`src/rtl/nano_cpu_pkg.sv`:
```
// Shared nano-cpu definitions: fetch FSM states,
// instruction geometry and RV32 opcode/funct3 codes.
package nano_cpu_pkg;

  typedef enum logic [1:0] {
    FETCH = 2'd0,
    DRAIN = 2'd1,
    HOLD  = 2'd2,
    FAULT = 2'd3
  } fetch_state_t;

  localparam int INSTR_BYTES = 4;
  localparam int LANE_W      = 2;

  localparam logic [6:0] OP_LUI    = 7'b0110111;
  localparam logic [6:0] OP_AUIPC  = 7'b0010111;
  localparam logic [6:0] OP_JAL    = 7'b1101111;
  localparam logic [6:0] OP_JALR   = 7'b1100111;
  localparam logic [6:0] OP_BRANCH = 7'b1100011;
  localparam logic [6:0] OP_LOAD   = 7'b0000011;
  localparam logic [6:0] OP_STORE  = 7'b0100011;
  localparam logic [6:0] OP_IMM    = 7'b0010011;
  localparam logic [6:0] OP_REG    = 7'b0110011;

  localparam logic [2:0] F3_ADD  = 3'b000;
  localparam logic [2:0] F3_SLL  = 3'b001;
  localparam logic [2:0] F3_SLT  = 3'b010;
  localparam logic [2:0] F3_SLTU = 3'b011;
  localparam logic [2:0] F3_XOR  = 3'b100;
  localparam logic [2:0] F3_SR   = 3'b101;
  localparam logic [2:0] F3_OR   = 3'b110;
  localparam logic [2:0] F3_AND  = 3'b111;

endpackage

```
`src/rtl/instr_fetch_unit.sv`:
```
// Instruction fetch: four byte reads per RV32 word, valid/ready out,
// redirect with in-flight discard, sticky misaligned-redirect fault.
// Ports: clk, rst_n | mem_req, mem_addr, mem_rdata |
//        instr_valid, instr_ready, instr, instr_pc |
//        redirect_valid, redirect_pc | fetch_fault
module instr_fetch_unit
  import nano_cpu_pkg::*;
#(
  parameter int          ADDR_W   = 16,
  parameter logic [31:0] RESET_PC = 32'h0
) (
  input  logic              clk,
  input  logic              rst_n,
  output logic              mem_req,
  output logic [ADDR_W-1:0] mem_addr,
  input  logic [7:0]        mem_rdata,
  output logic              instr_valid,
  input  logic              instr_ready,
  output logic [31:0]       instr,
  output logic [31:0]       instr_pc,
  input  logic              redirect_valid,
  input  logic [31:0]       redirect_pc,
  output logic              fetch_fault
);

  fetch_state_t r_state;
  fetch_state_t w_state_nxt;

  logic [31:0]       r_pc;
  logic [LANE_W-1:0] r_lane;
  logic              r_mem_req;
  logic [ADDR_W-1:0] r_mem_addr;
  logic [LANE_W-1:0] r_req_lane;
  logic              r_rsp_pend;
  logic [LANE_W-1:0] r_rsp_lane;
  logic [7:0]        r_buf [INSTR_BYTES-1];
  logic              r_instr_valid;
  logic [31:0]       r_instr;
  logic [31:0]       r_instr_pc;
  logic              r_fault;

  logic              w_hs;
  logic              w_aligned;
  logic              w_last;
  logic              w_issue;
  logic [ADDR_W-1:0] w_issue_addr;
  logic [LANE_W-1:0] w_issue_lane;
  logic [31:0]       w_pc_inc;

  localparam logic [LANE_W-1:0] LAST_LANE =
    LANE_W'(INSTR_BYTES - 1);

  assign w_hs      = r_instr_valid && instr_ready;
  assign w_aligned = (redirect_pc[1:0] == 2'b00);
  assign w_pc_inc  = r_pc + 32'(INSTR_BYTES);
  assign w_last    = r_rsp_pend && (r_rsp_lane == LAST_LANE);

  // state register
  always_ff @(posedge clk or negedge rst_n) begin
    if (!rst_n) r_state <= FETCH;
    else        r_state <= w_state_nxt;
  end

  // next state
  always_comb begin
    w_state_nxt = r_state;
    unique case (r_state)
      FETCH: if (r_lane == LAST_LANE) w_state_nxt = DRAIN;
      DRAIN: if (w_last) w_state_nxt = HOLD;
      HOLD:  if (instr_ready) w_state_nxt = FETCH;
      FAULT: w_state_nxt = FAULT;
      default: w_state_nxt = FETCH;
    endcase
    if (redirect_valid)
      w_state_nxt = w_aligned ? FETCH : FAULT;
  end

  // request issue: the handshake edge already issues
  // lane 0 of the next word to keep 6-cycle throughput
  always_comb begin
    w_issue      = 1'b0;
    w_issue_addr = r_mem_addr;
    w_issue_lane = '0;
    unique case (r_state)
      FETCH: begin
        w_issue      = 1'b1;
        w_issue_addr = r_pc[ADDR_W-1:0] + ADDR_W'(r_lane);
        w_issue_lane = r_lane;
      end
      HOLD: if (w_hs) begin
        w_issue      = 1'b1;
        w_issue_addr = w_pc_inc[ADDR_W-1:0];
      end
      default: ;
    endcase
    if (redirect_valid) w_issue = 1'b0;
  end

  // datapath
  always_ff @(posedge clk or negedge rst_n) begin
    if (!rst_n) begin
      r_pc          <= RESET_PC;
      r_lane        <= '0;
      r_mem_req     <= 1'b0;
      r_mem_addr    <= '0;
      r_req_lane    <= '0;
      r_rsp_pend    <= 1'b0;
      r_rsp_lane    <= '0;
      for (int i = 0; i < INSTR_BYTES - 1; i++)
        r_buf[i] <= 8'h00;
      r_instr_valid <= 1'b0;
      r_instr       <= '0;
      r_instr_pc    <= '0;
      r_fault       <= 1'b0;
    end else if (redirect_valid) begin
      r_mem_req     <= 1'b0;
      r_rsp_pend    <= 1'b0;
      r_lane        <= '0;
      r_instr_valid <= 1'b0;
      if (w_aligned) r_pc    <= redirect_pc;
      else           r_fault <= 1'b1;
    end else begin
      r_mem_req  <= w_issue;
      r_req_lane <= w_issue_lane;
      if (w_issue) r_mem_addr <= w_issue_addr;
      r_rsp_pend <= r_mem_req;
      r_rsp_lane <= r_req_lane;
      if (r_rsp_pend && !w_last)
        r_buf[r_rsp_lane] <= mem_rdata;
      if (r_state == FETCH)
        r_lane <= r_lane + 1'b1;
      if (r_state == DRAIN && w_last) begin
        r_instr       <= {mem_rdata, r_buf[2],
                          r_buf[1], r_buf[0]};
        r_instr_pc    <= r_pc;
        r_instr_valid <= 1'b1;
      end
      if (r_state == HOLD && w_hs) begin
        r_instr_valid <= 1'b0;
        r_pc          <= w_pc_inc;
        r_lane        <= LANE_W'(1);
      end
    end
  end

  assign mem_req     = r_mem_req;
  assign mem_addr    = r_mem_addr;
  assign instr_valid = r_instr_valid;
  assign instr       = r_instr;
  assign instr_pc    = r_instr_pc;
  assign fetch_fault = r_fault;

endmodule

```
`config.mk`:
```
export PLATFORM = sky130hd
export DESIGN_NAME = instr_fetch_unit
export DESIGN_NICKNAME = d
export VERILOG_FILES = /design/src/rtl/nano_cpu_pkg.sv /design/src/rtl/instr_fetch_unit.sv
export SDC_FILE = /design/constraint.sdc
export NUM_CORES = 1
export LEC_CHECK = 0
export CELL_PAD_IN_SITES_DETAIL_PLACEMENT = 2
export CELL_PAD_IN_SITES_GLOBAL_PLACEMENT = 2
export CORE_ASPECT_RATIO = 2
export CORE_MARGIN = 3
export CORE_UTILIZATION = 31
export CTS_CLUSTER_DIAMETER = 30
export CTS_CLUSTER_SIZE = 10
export DETAILED_ROUTE_END_ITERATION = 12
export HOLD_SLACK_MARGIN = 0.1
export PLACE_DENSITY = 0.74
export SKIP_LAST_GASP = 1
export SYNTH_ARGS = -nofsm -noshare
export SYNTH_HDL_FRONTEND = slang
export SYNTH_SLANG_ARGS = --single-unit
```
`constraint.sdc`:
```
create_clock -name clk -period 1.84 [get_ports clk]
set_clock_uncertainty 0.1 [all_clocks]
set_input_delay 0.184 -clock clk [delete_from_list [all_inputs] [get_ports clk]]
set_output_delay 0.184 -clock clk [all_outputs]
set_load 0.005 [all_outputs]
```
==> reports/metrics.csv, run 1 <==
metric;value;unit
# IOs;127;
Starting Density;31.8;%
ratio of cells with drive above 1 in the final layout;40.0;%
Crit Path Category;reg -> reg;
Clock Latency Late Sink;0.44;ns
VDD IR max;0.545;mV
DR pass1 iterations;4;
status;finished, violations left;
first-pass GRT wire length;40600;um
clock root buffer;clkbuf_16;
commonest non-fill, non-tap cell in the layout;dfrtp_1;
Die ar.;23600;um^2
Die Ht;214;um
Post-route DRC;0;
critical path fanouts, max;4;
final hold vios;0;
WL/cell;28.1;um
Port Buffer Count;126;
pin count of the biggest net entering global routing;57;
Critical Path RT;2.08;ns
initial antenna violation count;1;
most frequent cells in the layout;146 x dfrtp_1, 125 x clkdlybuf4s50_1, 104 x buf_4, 66 x nand2_1;
post-synth cell types;54;
area leader, netlist;dfrtp_1;
combinational share of power;22.9;%
layout overhead on the synthesized area;60.1;%
Yosys warning count;0;
CTS max path bufs;2;
# placed instances;1045;
grt total ovfl;0;
sw power;0.00289;W
Detailed Route WL;31200;um
Avg Synthesized Cell Area;11.6;um^2
top cells by area, synth;dfrtp_1 55%, mux2_2 16%, nand2_1 3.9%;
min Tclk post-route;1.99;ns
crit path capture type;flop;
Yosys reg bits;148;
critical-path cell list;ha_4 -> a21o_4 -> o211ai_1 -> buf_4 -> nor2_4 -> xnor2_2 -> o21ai_1;
Synth top area share;55.1;%
clk slew on worst S/H paths;0.06;ns
P_int;0.00719;W
Final Max Tran Viols;0;
Non-Filler Instances;1110;
Rows;75;
Period Utilization, post-route;108;%
CP arrival;2.23;ns
TritonCTS clock tree;built;
RePlAce Congestion;0.831;
vias per inst;5.40;
Max Clk Rate;503;MHz
FILL cells;2044;
R2R Setup Slk;-0.15;ns
Die Wd;110;um
mapped cell area;6720;um^2
Placeable Area;21100;um^2
vias in the first global route;6724;
Post-synth EDFFs;0;
share of synthesized registers carrying an async set or reset;100;%
Gate Count Post-Synth;579;
FF-to-FF Start;r_lane[1];
Finished Core Util;51.0;%
Pleak;4.73;nW
unrepaired setup endpoints after global routing;true;
post-synthesis sequential area ratio;55.1;%
worst rel slew slack;73.7;%
antenna-violating nets left;0;
Clock Power Share;38.9;%
Sequential Power Share;38.2;%
Post-Place Setup Slack;-0.227;ns
Final nets;880;
via count;5993;
FF-to-FF path depth;7;
DR iter-0 viols;239;
cell count along the critical path;7;
htree depth;4;
clock net sink count;148;
CTS Buf Count;17;
CP bufs+invs;1;
hold wc startpoint;redirect_pc[20];
post-DP HPWL;17800;um
Final WS setup;-0.149;ns
Synth Flop Type;dfrtp_1;
Hold Crit Class;in -> reg;
worst slew pin tran;0.392;ns
Final setup viols;90;
Power Dens Cells;937;nW/um^2
slowest cell on the critical path;dfrtp_1;
max incr delay on CP;0.44;ns
reg2reg end;mem_addr[15];
Max Cap Violations;0;
Hold EP;r_pc[20];
syn nets;631;
CP Launch Type;flop;
sw frac;28.7;%
cell family with most CP delay;compound AO/OA/AOI/OAI gates;
Total Routing Usage GR;23.3;%
failing checks;setup timing;
Hold Crit Depth;3;
metrics by stage:
step           hold WS [ns]  cell area [um^2]  total power, W  setup TNS [ns]
4_1_cts               0.232             10100         0.00979           -2.99
3_3_place_gp        -0.0283              9090         0.00559           -1.58
5_1_grt               0.261             10800          0.0104          -10.62
6_report              0.242             10800          0.0101           -6.55
2_1_floorplan        -0.212              6730         0.00456               0
3_5_place_dp        -0.0278              9090         0.00575           -9.01
power by group through the flow:
stage	registers [W]	logic (W)	clock network [W]
6_report	0.00385	0.00230	0.00392
3_5_place_dp	0.00387	0.00187	0
5_1_grt	0.00388	0.00244	0.00412
4_1_cts	0.00382	0.00202	0.00394
2_1_floorplan	0.00386	0.000701	0
3_3_place_gp	0.00383	0.00176	0
per-layer routing:
layer	track usage, %	up-vias	share of wire [%]
li1	-	2557	-
met1	22.7	3145	33
met2	45.0	208	58
met3	4.25	83	4.2
met4	11.0	0	4.9
met5	0	-	0
final cells by class:
cell class | instances | area [um^2] | share of cell area (%)
timing repair buffer | 264 | 2660 | 24.7
multi-input combinational | 387 | 3370 | 31.3
clock inverter | 12 | 204 | 1.90
antenna | 1 | 2.50 | 0.0233
tap | 269 | 337 | 3.13
inverter | 10 | 37.5 | 0.349
sequential | 148 | 3710 | 34.4
clock buffer | 19 | 443 | 4.12
logic make-up (layout without fill, tap and decap cells):
family / after synthesis / in the layout / synth area share, %
adder cells (fa/ha/maj): 8 / 8 / 1.60
AND/OR/NAND/NOR: 178 / 178 / 13.2
other: 0 / 1 / 0
XOR/XNOR: 15 / 15 / 1.95
multiplexers: 106 / 106 / 17.5
AO/OA/AOI/OAI: 80 / 80 / 7.63
flip-flops: 148 / 148 / 55.1
buffers and inverters: 44 / 305 / 2.98
cells in the mapped netlist (2+ instances only):
cell / instances
nor3b_1: 2
and4_1: 4
nor3_1: 10
a311oi_1: 4
o21ai_0: 27
a32oi_1: 4
nor2b_1: 2
ha_1: 7
xnor2_1: 7
buf_2: 13
and3_1: 6
nand2_1: 69
xor2_1: 8
a21oi_1: 15
clkbuf_1: 15
inv_1: 10
buf_1: 2
o2bb2ai_1: 2
buf_4: 3
o211ai_1: 4
mux2_2: 94
nor4bb_1: 2
or4_1: 3
a22oi_1: 2
or2_2: 2
or3_1: 2
a2bb2oi_1: 2
nor4_1: 2
o311a_1: 2
nand4_1: 6
a31oi_1: 4
and2_2: 3
nand3_1: 23
dfrtp_1: 148
a211oi_1: 8
mux2i_1: 12
nor2_1: 33
sequential cells by signal (all words and copies together), names as in the netlist:
signal	cells
r_rsp_pend	1
r_req_lane	2
mem_addr	16
instr_valid	1
r_pc	32
instr	32
r_lane	2
r_buf	24
r_state	2
mem_req	1
instr_pc	32
fetch_fault	1
r_rsp_lane	2
worst reg2reg max path, cell delays in order (launching register included):
cell,delay (ns)
dfrtp_1,0.44
ha_4,0.28
a21o_4,0.24
o211ai_1,0.25
buf_4,0.24
nor2_4,0.05
xnor2_2,0.13
o21ai_1,0.18
how the worst max path moves through the flow:
| stage | to | start | slack, ns |
|---|---|---|---|
| floorplan | r_pc[28] | r_pc[2] | 0.001 |
| global placement | r_pc[17] | instr_ready | -0.09 |
| detailed placement | r_pc[29] | r_state[0] | -0.23 |
| CTS | instr_pc[13] | r_state[0] | -0.09 |
| global route | mem_addr[15] | r_lane[1] | -0.18 |
| finish | mem_addr[15] | r_lane[1] | -0.15 |
what timing repair did:
item,CTS,global route
cloned,4,5
endpoints found under the setup margin,107,107
buffers inserted,13,14
pin swaps,13,37
hold buffers,2,0
resized for setup,40,117
hold endpoints to repair,148,0
(Power assumes the default switching activity.)
==> inputs of run 2 (changes only) <==
--- a/config.mk
+++ b/config.mk
@@ -5,7 +5,7 @@
 export SDC_FILE = /design/constraint.sdc
 export NUM_CORES = 1
 export LEC_CHECK = 0
-export CELL_PAD_IN_SITES_DETAIL_PLACEMENT = 2
+export CELL_PAD_IN_SITES_DETAIL_PLACEMENT = 1
 export CELL_PAD_IN_SITES_GLOBAL_PLACEMENT = 2
 export CORE_ASPECT_RATIO = 2
 export CORE_MARGIN = 3
==> run 2 against run 1 <==
Against the previous run:
- the run still ends with setup timing left
- setup slack improved by 0.090 ns
- clock power fell by 8.9%
- global-route usage fell by 4.1 points
- highest routed layer unchanged
- largest power group is now registers
- sequential share of layout area up 0.50 points
- combinational power shrank 2%
==> reports/metrics.csv, run 2 (same netlist as run 1, synthesis figures left out) <==
metric;value;unit
Die ar.;23600;um^2
layout overhead on the synthesized area;57.7;%
CP Launch Type;flop;
Period Utilization, post-route;103;%
CTS max path bufs;2;
Die Wd;110;um
vias per inst;5.05;
RePlAce Congestion;0.831;
commonest non-fill, non-tap cell in the layout;dfrtp_1;
Power, Total;0.00965;W
Final nets;875;
Starting Density;31.8;%
Final WS setup;-0.0587;ns
Die Ht;214;um
CP arrival;2.13;ns
post-DP HPWL;16100;um
crit path capture type;flop;
DR iter-0 viols;240;
worst rel slew slack;73.2;%
failing checks;setup timing;
Finished Core Util;50.2;%
critical path fanouts, max;8;
pin count of the biggest net entering global routing;57;
Sum Neg Setup Slack;-1.46;ns
Post-route DRC;0;
Antenna diodes;0;
ratio of cells with drive above 1 in the final layout;38.9;%
Max Clk Rate;527;MHz
most frequent cells in the layout;148 x dfrtp_1, 125 x clkdlybuf4s50_1, 100 x buf_4, 63 x nand2_1;
Final setup viols;61;
WL/cell;21.2;um
Rows;75;
Hold Crit Class;in -> reg;
vias in the first global route;6313;
Post-Place Setup Slack;-0.150;ns
initial antenna violation count;0;
VDD IR max;0.652;mV
worst slew pin tran;0.401;ns
grt total ovfl;0;
Detailed Route WL;23400;um
TritonCTS clock tree;built;
Placeable Area;21100;um^2
DR pass1 iterations;7;
Hold Crit Depth;3;
Critical Path RT;2.07;ns
Total Routing Usage GR;19.2;%
unrepaired setup endpoints after global routing;true;
# placed instances;1045;
Port Buffer Count;126;
Pleak;4.67;nW
htree depth;4;
status;finished, violations left;
final hold vios;0;
Final Max Tran Viols;0;
antenna-violating nets left;0;
first-pass GRT wire length;34300;um
clock net sink count;148;
Max Cap Violations;0;
# IOs;127;
Clock Latency Late Sink;0.42;ns
CTS Buf Count;17;
clock root buffer;clkbuf_16;
FF-to-FF path depth;9;
Crit Path Category;reg -> reg;
Non-Filler Instances;1105;
min Tclk post-route;1.90;ns
Power Dens Cells;910;nW/um^2
clk slew on worst S/H paths;0.06;ns
via count;5585;
-- run 2: final cells by class --
type	count	area (um^2)
clock inverter	14	176
sequential	148	3700
multi-input combinational	387	3320
clock buffer	18	429
timing repair buffer	259	2590
inverter	10	37.5
tap	269	337
fill	2239	10500
-- run 2: layer usage --
metal	global-route usage, %	part of all wire, %	vias to the layer above
met5	0	0	-
met2	36.7	59	150
li1	-	-	2551
met1	19.6	35	2841
met3	4.34	4.2	43
met4	6.78	2.6	0
-- run 2: worst paths after layout --
path,start,to,slack (ns)
worst max-delay path,r_state[1],mem_addr[0],-0.06
min in group asynchronous,rst_n,instr[3],0.62
worst max register to register,r_state[1],mem_addr[0],-0.06
worst min-delay path,redirect_pc[25],r_pc[25],0.25
max in group asynchronous,rst_n,r_pc[9],0.41
worst min register to register,mem_addr[10],mem_addr[10],0.39
-- run 2: timing repair --
| item | CTS | global route |
|---|---|---|
| hold buffers | 2 | 0 |
| cloned | 3 | 6 |
| setup buffers | 7 | 13 |
| setup endpoints to repair | 103 | 103 |
| gates resized for setup | 28 | 122 |
| pin swaps | 9 | 32 |
| hold endpoints to repair | 148 | 0 |
-- run 2: where the power goes --
part	total, W	internal [W]	switching, W
logic	0.00225	0.00125	0.000994
clock network	0.00357	0.00215	0.00143
registers	0.00382	0.00359	0.000233
-- run 2: critical path, cell delays in order (launching register included) --
cell and delay (ns):
dfrtp_1 0.42, buf_6 0.14, ha_4 0.15, buf_8 0.13, buf_4 0.14, nor2b_4 0.14, o21ai_4 0.08, buf_12 0.16
clkbuf_16 0.16, o21ai_0 0.18
-- run 2: stage by stage --
| stage | hold slack [ns] | area [um^2] |
|---|---|---|
| after CTS | 0.233 | 9950 |
| after floorplan | -0.212 | 6730 |
| final | 0.247 | 10600 |
| after global placement | -0.0283 | 9090 |
| after global routing | 0.259 | 10600 |
| after detailed placement | -0.0310 | 9090 |
==> inputs of run 3 (changes only) <==
--- a/config.mk
+++ b/config.mk
@@ -14,7 +14,7 @@
 export CTS_CLUSTER_SIZE = 10
 export DETAILED_ROUTE_END_ITERATION = 12
 export HOLD_SLACK_MARGIN = 0.1
-export PLACE_DENSITY = 0.74
+export PLACE_DENSITY = 0.79
 export SKIP_LAST_GASP = 1
 export SYNTH_ARGS = -nofsm -noshare
 export SYNTH_HDL_FRONTEND = slang
==> run 3 against run 2 <==
Against the previous run:
- clock-buffer cell count is 4 higher
- via count is 1.2% lower
- wire length is 6.2% lower
- design area is 3.8% lower
- clock power hardly changed
- global-route usage hardly changed
- worst hold slack worse by 0.16 ns
- sequential power hardly changed
- first-iteration DRC count is 36% lower
- largest power group unchanged
- power is 3.6% lower
- the run still ends with setup timing left
- core utilization is 1.9 points lower
- maximum frequency is 1.9% lower
==> reports/metrics.csv, run 3 (same netlist as run 1, synthesis figures left out) <==
metric;value;unit
worst slew pin tran;0.435;ns
Crit Path Category;reg -> reg;
Finished Core Util;48.3;%
grt total ovfl;0;
Power Dens Cells;912;nW/um^2
via count;5519;
Die ar.;23600;um^2
ratio of cells with drive above 1 in the final layout;35.4;%
failing checks;setup timing;
layout overhead on the synthesized area;51.6;%
vias in the first global route;6349;
TritonCTS clock tree;built;
Placeable Area;21100;um^2
clock root buffer;clkbuf_16;
most frequent cells in the layout;147 x dfrtp_1, 125 x clkdlybuf4s50_1, 97 x buf_4, 78 x mux2_2, 66 x nand2_1;
# placed instances;1038;
Final nets;861;
FILL cells;2226;
critical path fanouts, max;9;
post-DP HPWL;15700;um
RePlAce Congestion;0.850;
pin count of the biggest net entering global routing;57;
clock net sink count;148;
Clock Latency Late Sink;0.43;ns
Port Buffer Count;126;
worst rel slew slack;70.9;%
Rows;75;
Die Wd;110;um
DR iter-0 viols;154;
Hold Crit Class;in -> async;
Final setup viols;70;
unrepaired setup endpoints after global routing;true;
Final WS setup;-0.0960;ns
Total Routing Usage GR;19.2;%
initial antenna violation count;0;
final hold slack;0.0902;ns
min Tclk post-route;1.94;ns
vias per inst;5.07;
Pleak;4.52;nW
Starting Density;31.8;%
VDD IR max;0.592;mV
commonest non-fill, non-tap cell in the layout;dfrtp_1;
Detailed Route WL;21900;um
Multi-input gate area;3100;um^2
CTS Buf Count;17;
clk slew on worst S/H paths;0.06;ns
Die Ht;214;um
htree depth;4;
Antenna diodes;0;
Critical Path RT;2.06;ns
Post-Place Setup Slack;-0.211;ns
Period Utilization, post-route;105;%
Max Cap Violations;0;
crit path capture type;flop;
status;finished, violations left;
FF-to-FF path depth;7;
antenna-violating nets left;0;
Non-Filler Instances;1089;
CP Launch Type;flop;
first-pass GRT wire length;34400;um
Register Area;3700;um^2
# IOs;127;
Post-route DRC;0;
Max Clk Rate;517;MHz
WL/cell;20.1;um
CP arrival;2.15;ns
Sum Neg Setup Slack;-2.75;ns
Final Max Tran Viols;0;
final hold vios;0;
DR pass1 iterations;4;
CTS max path bufs;2;
==> run 3: cell types whose count changed in the layout (fill, tap and decap cells not counted), moves of 5 or more <==
cell,change
o21ai_0,+6
nand3_1,+5
mux2_4,-31
o21ai_1,-6
nand3_2,-5
mux2_2,+31
==> run 3: metal layers <==
metal  wire, um  track usage, %  vias up
li1           -               -     2520
met1       7560            19.4     2816
met2      12500            35.0      134
met3        940            5.12       49
met4        960            9.54        0
met5          0               0        -
==> run 3: area by class of cell <==
cell class | instances | share of cell area, %
Clock buffer | 22 | 4.65
Clock inverter | 8 | 1.24
Inverter | 10 | 0.368
Multi-Input combinational cell | 387 | 30.4
Sequential cell | 148 | 36.4
Tap cell | 269 | 3.30
Timing Repair Buffer | 245 | 23.6
==> run 3: per-stage QoR <==
stage | instance area (um^2) | total power (W)
floorplan | 6730 | 0.00456
global placement | 9000 | 0.00552
detailed placement | 9000 | 0.00561
CTS | 9860 | 0.00927
global route | 10200 | 0.00978
finish | 10200 | 0.00929
==> run 3: power breakdown <==
group | leakage [nW] | internal (W) | switching, W
clock network | 0.284 | 0.00222 | 0.00134
logic | 2.25 | 0.00104 | 0.000886
registers | 1.98 | 0.00359 | 0.000218
total | 4.52 | 0.00685 | 0.00244
==> run 3: path summary, 6_finish.rpt <==
check	endpoint	start	slack [ns]
setup / recovery	instr_pc[8]	r_state[1]	-0.1
hold / removal	instr_pc[24]	rst_n	0.09
setup reg to reg	instr_pc[8]	r_state[1]	-0.1
hold reg to reg	mem_addr[13]	mem_addr[13]	0.37
max in group asynchronous	r_pc[15]	rst_n	0.43
min in group clk	r_pc[29]	redirect_pc[29]	0.23
==> run 3: repair_timing <==
item                                   in CTS  in global routing
hold buffers                                3                  0
buffers inserted                            9                  5
pin swaps                                   3                 16
gates resized for setup                    26                 63
setup endpoints to repair                  87                125
endpoints found under the hold margin     148                  0
gates cloned                                2                  3
==> run 3: critical path: stages, from the launching register on <==
cell and delay, ns:
dfrtp_1 0.41, inv_2 0.09, ha_4 0.13, nand4_1 0.16, nor2_4 0.18, buf_4 0.13
bufbuf_16 0.27, mux2_2 0.34
